[src/rtl/decode_pkg.sv]
// Shared constants for the RV32IM decode-and-dispatch stage: opcodes,
// the MULDIV funct7 encoding and the dispatch class bit positions.
package decode_pkg;

    localparam logic [6:0] OP_OP_IMM = 7'b0010011;
    localparam logic [6:0] OP_OP     = 7'b0110011;
    localparam logic [6:0] OP_LUI    = 7'b0110111;
    localparam logic [6:0] OP_AUIPC  = 7'b0010111;
    localparam logic [6:0] OP_JAL    = 7'b1101111;
    localparam logic [6:0] OP_JALR   = 7'b1100111;
    localparam logic [6:0] OP_BRANCH = 7'b1100011;
    localparam logic [6:0] OP_LOAD   = 7'b0000011;
    localparam logic [6:0] OP_STORE  = 7'b0100011;

    localparam logic [6:0] FUNCT7_MULDIV = 7'b0000001;

    localparam int unsigned CLS_ALU = 4;
    localparam int unsigned CLS_LSU = 3;
    localparam int unsigned CLS_MUL = 2;
    localparam int unsigned CLS_DIV = 1;
    localparam int unsigned CLS_BR  = 0;

    function automatic logic [4:0] cls_onehot(input int unsigned idx);
        return 5'b00001 << idx;
    endfunction

endpackage

[src/rtl/decode_class.sv]
// Combinational classifier: maps one RV32IM instruction word to a one-hot
// execution class, or flags it illegal (class bits all zero in that case).
module decode_class
    import decode_pkg::*;
#(
    parameter bit MULDIV_EN = 1'b1
) (
    input  logic [31:0] i_inst,
    output logic [4:0]  o_class,
    output logic        o_illegal
);

    logic [6:0] w_opcode;
    logic [2:0] w_funct3;
    logic [6:0] w_funct7;
    logic       w_unused;

    assign w_opcode = i_inst[6:0];
    assign w_funct3 = i_inst[14:12];
    assign w_funct7 = i_inst[31:25];
    assign w_unused = ^{i_inst[24:15], i_inst[11:7]};

    // Opcode / funct decode into the five dispatch classes
    always_comb begin
        o_class   = 5'b00000;
        o_illegal = 1'b0;
        case (w_opcode)
            OP_OP_IMM, OP_LUI, OP_AUIPC: o_class = cls_onehot(CLS_ALU);
            OP_OP: begin
                if (w_funct7 != FUNCT7_MULDIV) begin
                    o_class = cls_onehot(CLS_ALU);
                end else if (MULDIV_EN == 1'b0) begin
                    o_illegal = 1'b1;
                end else if (w_funct3[2] == 1'b1) begin
                    o_class = cls_onehot(CLS_DIV);
                end else begin
                    o_class = cls_onehot(CLS_MUL);
                end
            end
            OP_JAL, OP_JALR, OP_BRANCH: o_class = cls_onehot(CLS_BR);
            OP_LOAD, OP_STORE:          o_class = cls_onehot(CLS_LSU);
            default:                    o_illegal = 1'b1;
        endcase
    end

endmodule

[src/rtl/decode_dispatch.sv]
// In-order instruction FIFO whose head is classified and handed to one of five
// execution classes over valid/ready; illegal heads are reported and dropped.
module decode_dispatch
    import decode_pkg::*;
#(
    parameter int DEPTH     = 4,
    parameter bit MULDIV_EN = 1'b1
) (
    input  logic                       clk_i,
    input  logic                       rst_ni,
    input  logic                       flush_i,
    input  logic                       inst_valid_i,
    input  logic [31:0]                inst_i,
    input  logic [31:0]                pc_i,
    output logic                       inst_ready_o,
    output logic [4:0]                 disp_valid_o,
    input  logic [4:0]                 disp_ready_i,
    output logic [31:0]                disp_inst_o,
    output logic [31:0]                disp_pc_o,
    output logic                       illegal_o,
    output logic [31:0]                illegal_pc_o,
    output logic [$clog2(DEPTH+1)-1:0] count_o
);

    localparam int PW = $clog2(DEPTH);
    localparam int CW = $clog2(DEPTH + 1);

    logic [31:0]   r_inst_mem [DEPTH];
    logic [31:0]   r_pc_mem   [DEPTH];
    logic [PW-1:0] r_wptr;
    logic [PW-1:0] r_rptr;
    logic [CW-1:0] r_count;

    logic [31:0] w_head_inst;
    logic [31:0] w_head_pc;
    logic [4:0]  w_class;
    logic        w_illegal;
    logic        w_nonempty;
    logic        w_push;
    logic        w_pop;

    assign w_head_inst = r_inst_mem[r_rptr];
    assign w_head_pc   = r_pc_mem[r_rptr];
    assign w_nonempty  = (r_count != {CW{1'b0}});

    decode_class #(
        .MULDIV_EN (MULDIV_EN)
    ) u_decode_class (
        .i_inst    (w_head_inst),
        .o_class   (w_class),
        .o_illegal (w_illegal)
    );

    // No full-bypass: a full FIFO refuses pushes even when the head pops
    assign inst_ready_o = (r_count != CW'(DEPTH));
    assign disp_valid_o = (w_nonempty && !w_illegal) ? w_class : 5'b00000;
    assign illegal_o    = w_nonempty && w_illegal;
    assign illegal_pc_o = w_head_pc;
    assign disp_inst_o  = w_head_inst;
    assign disp_pc_o    = w_head_pc;
    assign count_o      = r_count;

    assign w_push = inst_valid_i && inst_ready_o && !flush_i;
    assign w_pop  = illegal_o || ((disp_valid_o & disp_ready_i) != 5'b00000);

    // Entry storage; contents need no reset because occupancy gates every use
    always_ff @(posedge clk_i) begin
        if (w_push) begin
            r_inst_mem[r_wptr] <= inst_i;
            r_pc_mem[r_wptr]   <= pc_i;
        end
    end

    // Pointer and occupancy tracking; flush wins over push and pop
    always_ff @(posedge clk_i or negedge rst_ni) begin
        if (!rst_ni) begin
            r_wptr  <= {PW{1'b0}};
            r_rptr  <= {PW{1'b0}};
            r_count <= {CW{1'b0}};
        end else if (flush_i) begin
            r_wptr  <= {PW{1'b0}};
            r_rptr  <= {PW{1'b0}};
            r_count <= {CW{1'b0}};
        end else begin
            if (w_push) begin
                r_wptr <= r_wptr + PW'(1);
            end
            if (w_pop) begin
                r_rptr <= r_rptr + PW'(1);
            end
            case ({w_push, w_pop})
                2'b10:   r_count <= r_count + CW'(1);
                2'b01:   r_count <= r_count - CW'(1);
                default: r_count <= r_count;
            endcase
        end
    end

endmodule

[config.mk]
export PLATFORM = sky130hd
export DESIGN_NAME = decode_dispatch
export DESIGN_NICKNAME = d
export VERILOG_FILES = /design/src/rtl/decode_pkg.sv /design/src/rtl/decode_class.sv /design/src/rtl/decode_dispatch.sv
export SDC_FILE = /design/constraint.sdc
export NUM_CORES = 1
export LEC_CHECK = 0
export ABC_AREA = 1
export CAP_MARGIN = 20
export CORE_ASPECT_RATIO = 1.25
export CORE_MARGIN = 4
export CORE_UTILIZATION = 55
export DETAILED_ROUTE_END_ITERATION = 12
export HOLD_SLACK_MARGIN = 0.06
export PLACE_DENSITY = 0.82
export SLEW_MARGIN = 25
export SYNTH_ARGS = -nofsm -noshare
export SYNTH_HDL_FRONTEND = slang
export SYNTH_SLANG_ARGS = --single-unit
[constraint.sdc]
create_clock -name clk_i -period 10.5 [get_ports clk_i]
set_input_delay 2.1 -clock clk_i [delete_from_list [all_inputs] [get_ports clk_i]]
set_output_delay 2.1 -clock clk_i [all_outputs]
set_load 0.02 [all_outputs]
Yosys cells after proc, flatten, opt, wreduce, memory -nomap -nowiden
Memories as Yosys holds them, arrays and structs flattened.
Cells that the tools add are included.
Storage, ports and cells
  register bits: 7
  memory bits (writable): 256
  input port bits: 73
  output and inout port bits: 106
  logic and storage cells: 51
  memories: 2
Cells by class
  add/sub/neg operators: 4
  eq/ne operators: 13
  muxes and demuxes: 13
  bitwise logic cells: 1
  reductions and logical operators: 15
Memories
  r_inst_mem: depth 4, width 32, read ports 1, clocked after memory_dff 0, write ports 1, line decode_dispatch.sv:28  | logic [31:0] r_inst_mem [DEPTH];
  r_pc_mem: depth 4, width 32, read ports 1, clocked after memory_dff 0, write ports 1, line decode_dispatch.sv:29  | logic [31:0] r_pc_mem [DEPTH];
Operator list (count)
  $eq 7x6->1 const B: 3
  $eq 7x7->1 const B: 3
  $pmux 5 s4: 1
  $eq 7x5->1 const B: 2
  $mux 5: 2
  $reduce_or 9->1: 1
  $mux 2: 4
  $eq 7x2->1 const B: 1
  $ne 7x1->1 const B: 1
  $mux 3: 2
  $pmux 3 s2: 1
  $reduce_bool 3->1: 2
  $reduce_or 3->1: 2
  $and 5x5->5: 1
  $reduce_bool 5->1: 1
  $add 2x1->2 const B: 2
  $logic_and 1x1->1: 4
  $reduce_bool 2->1: 2
  $add 3x1->3 const B: 1
  $mux 1: 3
  $ne 3x3->1 const B: 1
  $sub 3x1->3 const B: 1
  $eq 2x1->1 const B: 1
  $eq 2x2->1 const B: 1
  other kinds (3): 3

Logic depth before layout (Yosys ltp)
An unclocked memory read counts as a cell.
  depth in word-level cells: 11
  gate-level depth with buffers: 23

Cells and area by module
A second synthesis with hierarchy kept.
Unflattened totals
  cell total of the unflattened synthesis: 783
  area, all modules: 10408.7 sq um
Modules (own cells, without submodules)
  decode_dispatch: instances 1, cells each 738, area each 10224.8 sq um, seq. area each 7862.5 sq um
  decode_class: instances 1, cells each 45, area each 183.9 sq um, seq. area each 0.0 sq um

Worst setup path before layout
Ideal clock, no wire load.
  path type: in2reg
  start: in inst_valid_i
  end: mem r_inst_mem[0][0] (enable)
  arrival time: 5181 ps
  required time: 10014 ps
  path slack: 4833 ps
  cell stages on the path: 4
  path buffers: 0
  cells stage by stage: nand2_1 > nor2_1 > inv_1 > nor2_1
Between the ends
  cells in the longest elaborated chain, start to end: 4
Ends and longest elaborated chain
  start, declared: line decode_dispatch.sv:12  | input logic inst_valid_i,
  $logic_and 1x1->1 (2 in a row): line decode_dispatch.sv:63  | assign w_push = inst_valid_i && inst_ready_o && !flush_i;
  $mux 1: line decode_dispatch.sv:68  | if (w_push) begin
  $mux 1 (implied by the code): line decode_dispatch.sv:69  | r_inst_mem[r_wptr] <= inst_i;
  end, declared: line decode_dispatch.sv:28
Every way passes these cells.

Worst setup path in the final report
  start: reg r_rptr[0]
  end: out disp_valid_o[0]
Between the ends
  cells in the longest elaborated chain, start to end: 5
  elaborated cells on any way between the ends: 19
  those cells by class: eq/ne (10); mux (3); reduce/logical (5); memory (1)
Ends and longest elaborated chain
  start, declared: line decode_dispatch.sv:31  | logic [PW-1:0] r_rptr;
  start signal, assigned: line decode_dispatch.sv:78  | r_rptr <= {PW{1'b0}};
  start signal, assigned: line decode_dispatch.sv:82  | r_rptr <= {PW{1'b0}};
  start signal, assigned: line decode_dispatch.sv:89  | r_rptr <= r_rptr + PW'(1);
  $mem_v2 4x32 *
  $eq 7x7->1, or another cell as far along: line decode_class.sv:27  | case (w_opcode)
  $reduce_or 3->1, or another cell as far along
  $pmux 5 s4 / $logic_and 1x1->1 (equally long branches): line decode_class.sv:27, decode_dispatch.sv:56
  $mux 5 *: line decode_dispatch.sv:56  | assign disp_valid_o = (w_nonempty && !w_illegal) ? w_class : 5'b00000;
  end, declared: line decode_dispatch.sv:16  | output logic [4:0] disp_valid_o,
Mark *: on every way between the ends. The rest lies on a longest branch, timed or not.

==> impl_results.md <==
- Clk_skew: 15.5 ps
- Gr ovfl total: 0
- CTS tree: yes
- Max_cap viols: 0
- Clk slew on worst S/H paths: 60 ps
- Sequential power share: 0.344
- # DRC: 0
- Vias in the first global route: ~6.8k
- # rows: 57
- # fillers: 1344
- Final HPWL DP: ~13 mm
- PostCTS Resize Cnt: 0
- Multi-input gate area: roughly 0.0023 mm^2
- Setup WS pre-CTS: 4940 ps
- Mapped Nets: 926
- Crit path arrival time: ~4000 ps
- CP Capture Type: primary output
- Yosys Warn Count: 0
- Synth Cell Area: 0.0108 mm^2
- Vias: 6832
- Antenna Nets Post-Route: 0
- Clk root buf: clkbuf_16
- Initial core utilization: 0.558
- CP peak stage delay: 680 ps
- Worst slew margin: 0.352
- CP required: 8400 ps
- Die ar.: 0.0219 mm^2
- Final min period: between 6000 and 7000 ps
- Register area: 0.00787 mm^2
- Final hold violations: 0
- Core footprint: a little under 0.02 mm^2
- Cells after DPL: 1225
- Post-DP Area: 0.0125 mm^2
- Final Cell Area: between 0.01 and 0.015 mm^2
- Final setup fails: 0
- Fraction of layout cells with a size suffix above 1: 0.0886
- Finished Layout Cells: approximately 1.3k
- GRT Resource Usage Total: 0.198
- Core Util, Final: 0.690
- First-pass GRT wire length: 34.4 mm
- Buf+Inv Stages, Crit Path: 3
- P_leak: between 4 and 5 nW
- Most common cell type on the critical path: nand2_1
- Pre-Repair DR Iteration Count: 5
- # clock sinks: between 200 and 300
- Final worst path period share: 0.584
- Die Span X: 133 um
- PortBufs: 178
- Post-Syn Area per Cell: 12.7 um^2
- Min-delay worst type: flip-flop to flip-flop
- Fin nets: 1064
- WL per Instance: approximately 18 um
- Combinational share of power: 0.418
- Unique masters post-synth: 34
- IO Pins: 179
- Clock power frac: 0.237
- Seq/Total Area, Yosys: 0.729
- Routed vias/inst: approximately 5.4
- Net load switching power: 1.29 mW
- Top delay family on crit path: buffers and inverters
- 1st-iter DRT viols: 492
- TritonCTS Buffers: 24
- Post-Synthesis Cells: 848
- Critical-path cell list: inv_4 -> buf_4 -> nand2_1 -> nand2_1 -> nand2_1 -> nand2_1 -> nand2_1 -> nor2_1 -> nand2_2 -> nor2_1 -> clkdlybuf4s50_1
- RSZ-0062 raised after global routing: false
- R2R Setup Slk: 6230 ps
- Count of pins over their slew limit: 0
- Drt total wl: about 22 mm
- Critical path startpoint category: flip-flop
- Setup TNS Final: 0 ps
- Hold-fix buffers, CTS: 0
- Max Freq: 163 MHz
- Worst skew pair latency: 510 ps
- Die Height: 165 um
- Initial antenna violation count: 2
- Sw frac: 0.358
- Largest net degree at the start of global routing: 106
- Worst hold margin: around 600 ps
- Peak fanout along the critical path: 69
- Internal Dissipation: roughly 2.3 mW
- Worst Tran Pin Value: between 900 and 1000 ps
- CTS H-tree depth: 1
- Power per cell area: 270 mW/mm^2
- Final worst setup slack: 4360 ps
- Outcome: finished, final reports clean
- Critical-path top delay cell: buf_4
- Gpl congestion: approximately 0.80
- #FFs+latches synth: 263
- Deepest clock path buffer count: 3
- Total power: 3.60 mW
- CP Class: flip-flop to primary output
- Layout area overhead: 23.7%
- Postcts setup bufs: 0
- Peak VDD IR: 198 uV
-- cells by family after synthesis --
| group | count (synthesis) | share of synthesized area |
|---|---|---|
| AND/OR/NAND/NOR | 303 | 0.124 |
| AO/OA/AOI/OAI | 159 | 0.0835 |
| flip-flops | 263 | 0.729 |
| buffers and inverters | 117 | 0.0564 |
| XOR/XNOR | 1 | 0.000812 |
| adder cells (fa/ha/maj) | 5 | 0.00650 |
-- routing by layer --
layer,up-vias,wire length (um),global-route usage
li1,3255,-,-
met1,3304,8840,0.245
met2,234,11500,0.348
met3,37,1480,0.0408
met4,2,513,0.0706
met5,-,12,0
-- state kept, by name, summed over array words and instances, names as in the netlist --
| name | count |
|---|---|
| count_o | 3 |
| r_inst_mem | 128 |
| r_pc_mem | 128 |
| r_rptr | 2 |
| r_wptr | 2 |
-- final timing paths --
check,depth (start not counted),end,startpoint
max in group asynchronous,1,r_rptr[0],rst_ni
worst max-delay path,11,disp_valid_o[0],r_rptr[0]
worst min-delay path,1,count_o[0],count_o[0]
worst max register to register,22,count_o[2],r_rptr[0]
worst min register to register,1,count_o[0],count_o[0]
min in group asynchronous,1,r_rptr[0],rst_ni
-- cell usage in the layout (no fill, tap or decap), drive strengths merged, types with 7 or more instances in the layout --
cell	count
dfrtp	7
nand2	129
o21ai	102
o22ai	49
clkdlybuf4s50	178
clkbuf	29
edfxtp	256
inv	43
buf	8
clkinv	12
nand3	43
nor2	125
-- cell type report --
| class | instances | share of cell area |
|---|---|---|
| diodes | 2 | 0.000375 |
| clock buffers | 29 | 0.0480 |
| clock inverters | 15 | 0.0103 |
| inverters | 43 | 0.0123 |
| multi-input cells | 468 | 0.176 |
| flip-flops and latches | 263 | 0.590 |
| well taps | 265 | 0.0249 |
| repair buffers | 186 | 0.138 |
-- power by group through the flow --
stage               Clock, mW  Combinational [mW]  Sequential (mW)
detailed placement          0                1.51             1.26
CTS                     0.869                1.52             1.24
global placement            0                1.49             1.26
global route            0.913                1.63             1.24
floorplan                   0               0.973             1.26
finish                  0.855                1.51             1.24
-- Yosys cell counts (all sizes together) --
cell / instances / share of area
a21oi: 6 / 0.0042
a32oi: 1 / 0.0015
and2: 1 / 0.00058
buf: 44 / 0.031
clkbuf: 30 / 0.010
dfrtp: 7 / 0.016
edfxtp: 256 / 0.71
fa: 1 / 0.0019
ha: 4 / 0.0046
inv: 43 / 0.015
nand2: 129 / 0.050
nand3: 43 / 0.024
nand4: 3 / 0.0017
nor2: 125 / 0.045
nor3: 2 / 0.0014
o21ai: 102 / 0.048
o21bai: 1 / 0.0017
o22ai: 49 / 0.028
xnor2: 1 / 0.00081
-- worst reg2reg max path, stage by stage (launching register included) --
cell	delay, ps
dfrtp_4	610
inv_4	510
buf_4	700
nand2_1	200
nand2_1	90
nand2_1	50
nand2_1	100
nand2_1	80
nor2_1	150
nand2_2	100
nand3_4	90
nor2_1	90
a21oi_4	160
nand2_4	80
o21bai_4	220
inv_1	80
fa_1	370
xnor2_1	200
inv_1	60
nand2_1	60
nand2_1	50
nand2_1	60
nand2_1	50
Power figures use the tool's default switching activity.
==> variant: new RTL, config.mk and constraints unchanged <==
Set the parameter `DEPTH` to 2 (it was 4).
--- a/src/rtl/decode_dispatch.sv
+++ b/src/rtl/decode_dispatch.sv
@@ -5,3 +5,3 @@
 #(
-    parameter int DEPTH     = 4,
+    parameter int DEPTH     = 2,
     parameter bit MULDIV_EN = 1'b1
Interface: changed (resized count_o); port bits go from 179 to 178. The function was not compared with the original's and may differ.
==> variant against the unedited design <==
  * Via count down 45%
  * Power is 42% lower
  * Worst setup slack gained 400 ps
  * Synthesized cell count fell by 44%
  * Clock power is 35% lower
  * Final area shrank 42%
  * Sequential cell count shrank 131
  * Routed wire length is 45% lower
  * Synthesized area decreased by 49%
==> variant: results (changes against the unedited design) <==
placedInstanceArea_um2: 7150  # -43%
synth.distinct_cells: 24  # -29%
slew_headroom_pct: 40.9  # +5.8 points
critical_path.endpoint: "disp_valid_o[1]"
clk_latency_ps: 410  # -100 ps
r2r-end: "count_o[1]"
cts_buffer_depth: 2  # -1
ys_seq_area_share_pct: 71.7  # -1.3 points
cp.arrival_ps: 3630  # -410 ps
wire_per_inst_um: 16.2  # -7.7%
numCtsBuffers: 17  # -29%
synth_commonest_cells: "198 x nand2_1, 128 x edfxtp_1, 32 x buf_4"
grt_pass1_vias: 4008  # -41%
viasPerCell: 4.95  # -7.9%
synth_enable_flop_cells: 128  # -50%
vias: 3778  # -45%
grt_max_degree: 65  # -39%
place_congestion: 0.933  # +17%
hold_start: "r_wptr"
htree_levels: 4  # +3
antenna_found_initial: 0  # -2
p_leak_nw: 3.02  # -36%
yosysWarnings: 0  # unchanged
syn-num-nets: 544  # -41%
fin_nets: 697  # -34%
port_buffers: 177  # -0.56%
avgSynthCellArea_um2: 11.7  # -8.1%
grt_first_pass_wirelength_um: 19600  # -43%
status: "completed"
grt_usage_pct: 21.6  # +1.9 points
fill_cells: 574  # -57%
post-dp-hpwl_um: 8490  # -33%
reg2reg_from: "r_rptr"
cp_max_fo: 62  # -10%
place_inst: 731  # -40%
antennaDiodeCount: 0  # -2
skew_ps: 10.3  # -5.26 ps
reg2reg_slack_ps: 7300  # +1070 ps
cpMaxStageDelayCell: "dfrtp_2"
drt_iter0_markers: 186  # -62%
drive_gt1_share_pct: 9.26  # +0.40 points
first_pass_iters: 4  # -1
rr_worst_depth: 16  # -27%
slowest_delay_ps: 600  # -80 ps
vdd_drop_max_uv: 197  # -0.40%
yosys-top-cells-area: "edfxtp_1 70%, nand2_1 14%, buf_4 4.4%"
hold-path-endpoint: "r_wptr"
## variant: cell count changes in the layout (fill, tap and decap cells not counted), sizes merged, moves of 4 or more
| cell | change |
|---|---|
| nand3 | -29 |
| clkinv | -6 |
| inv | -18 |
| buf | -5 |
| nand2 | +84 |
| clkbuf | -12 |
| ha | -4 |
| nor2 | -100 |
| o22ai | -49 |
| edfxtp | -128 |
| a21oi | -5 |
| clkinvlp | +7 |
| o21ai | -95 |
## variant: worst reg2reg max path: stages (launching register included)
cell     delay (ps)
dfrtp_2         600
buf_4           550
inv_4           420
nand2_1         230
nand2_2         110
nor2_4          150
nand2_2          70
nor2_4          140
nand2_1          80
nor2_1           90
nand3_1         110
nor2_1          120
nor2_1           70
nand3_1         150
nand2_1          70
nand3_1          80
nand2_1          50
## variant: area by class of cell
class	instances	area, um^2	share of cell area, %
clock buffers	17	425	5.51
repair buffers	180	1790	23.3
multi-input cells	268	1160	15.0
flip-flops and latches	132	3950	51.1
well taps	126	158	2.04
inverters	25	96.3	1.25
clock inverters	15	141	1.83
## variant: where the power goes
group,internal [mW],switching (mW)
Combinational,0.364,0.519
Sequential,0.631,0.0286
Clock,0.344,0.209
## variant: logic make-up after synthesis
family	Yosys count	synth area share, %
buffers and inverters	71	7.62
and+or+nand+nor	259	19.9
DFF	132	71.7
AOI/OAI and AO/OA	9	0.864
## variant: per-layer routing
metal	vias to the layer above	wire, um	GRT usage, %
met1	1773	4280	22.6
met3	22	848	6.57
li1	1832	-	-
met4	0	233	8.05
met5	-	0	0
met2	151	7030	40.5
## variant: metrics by stage
stage	worst slack, ps	power, mW	util, %	hold slack [ps]
after floorplan	4960	1.21	-	481
after global placement	5310	1.53	73.6	558
after detailed placement	5220	1.56	73.6	611
after CTS	4770	2.11	79.5	616
after global routing	4500	2.20	79.5	653
final	4770	2.10	79.5	594
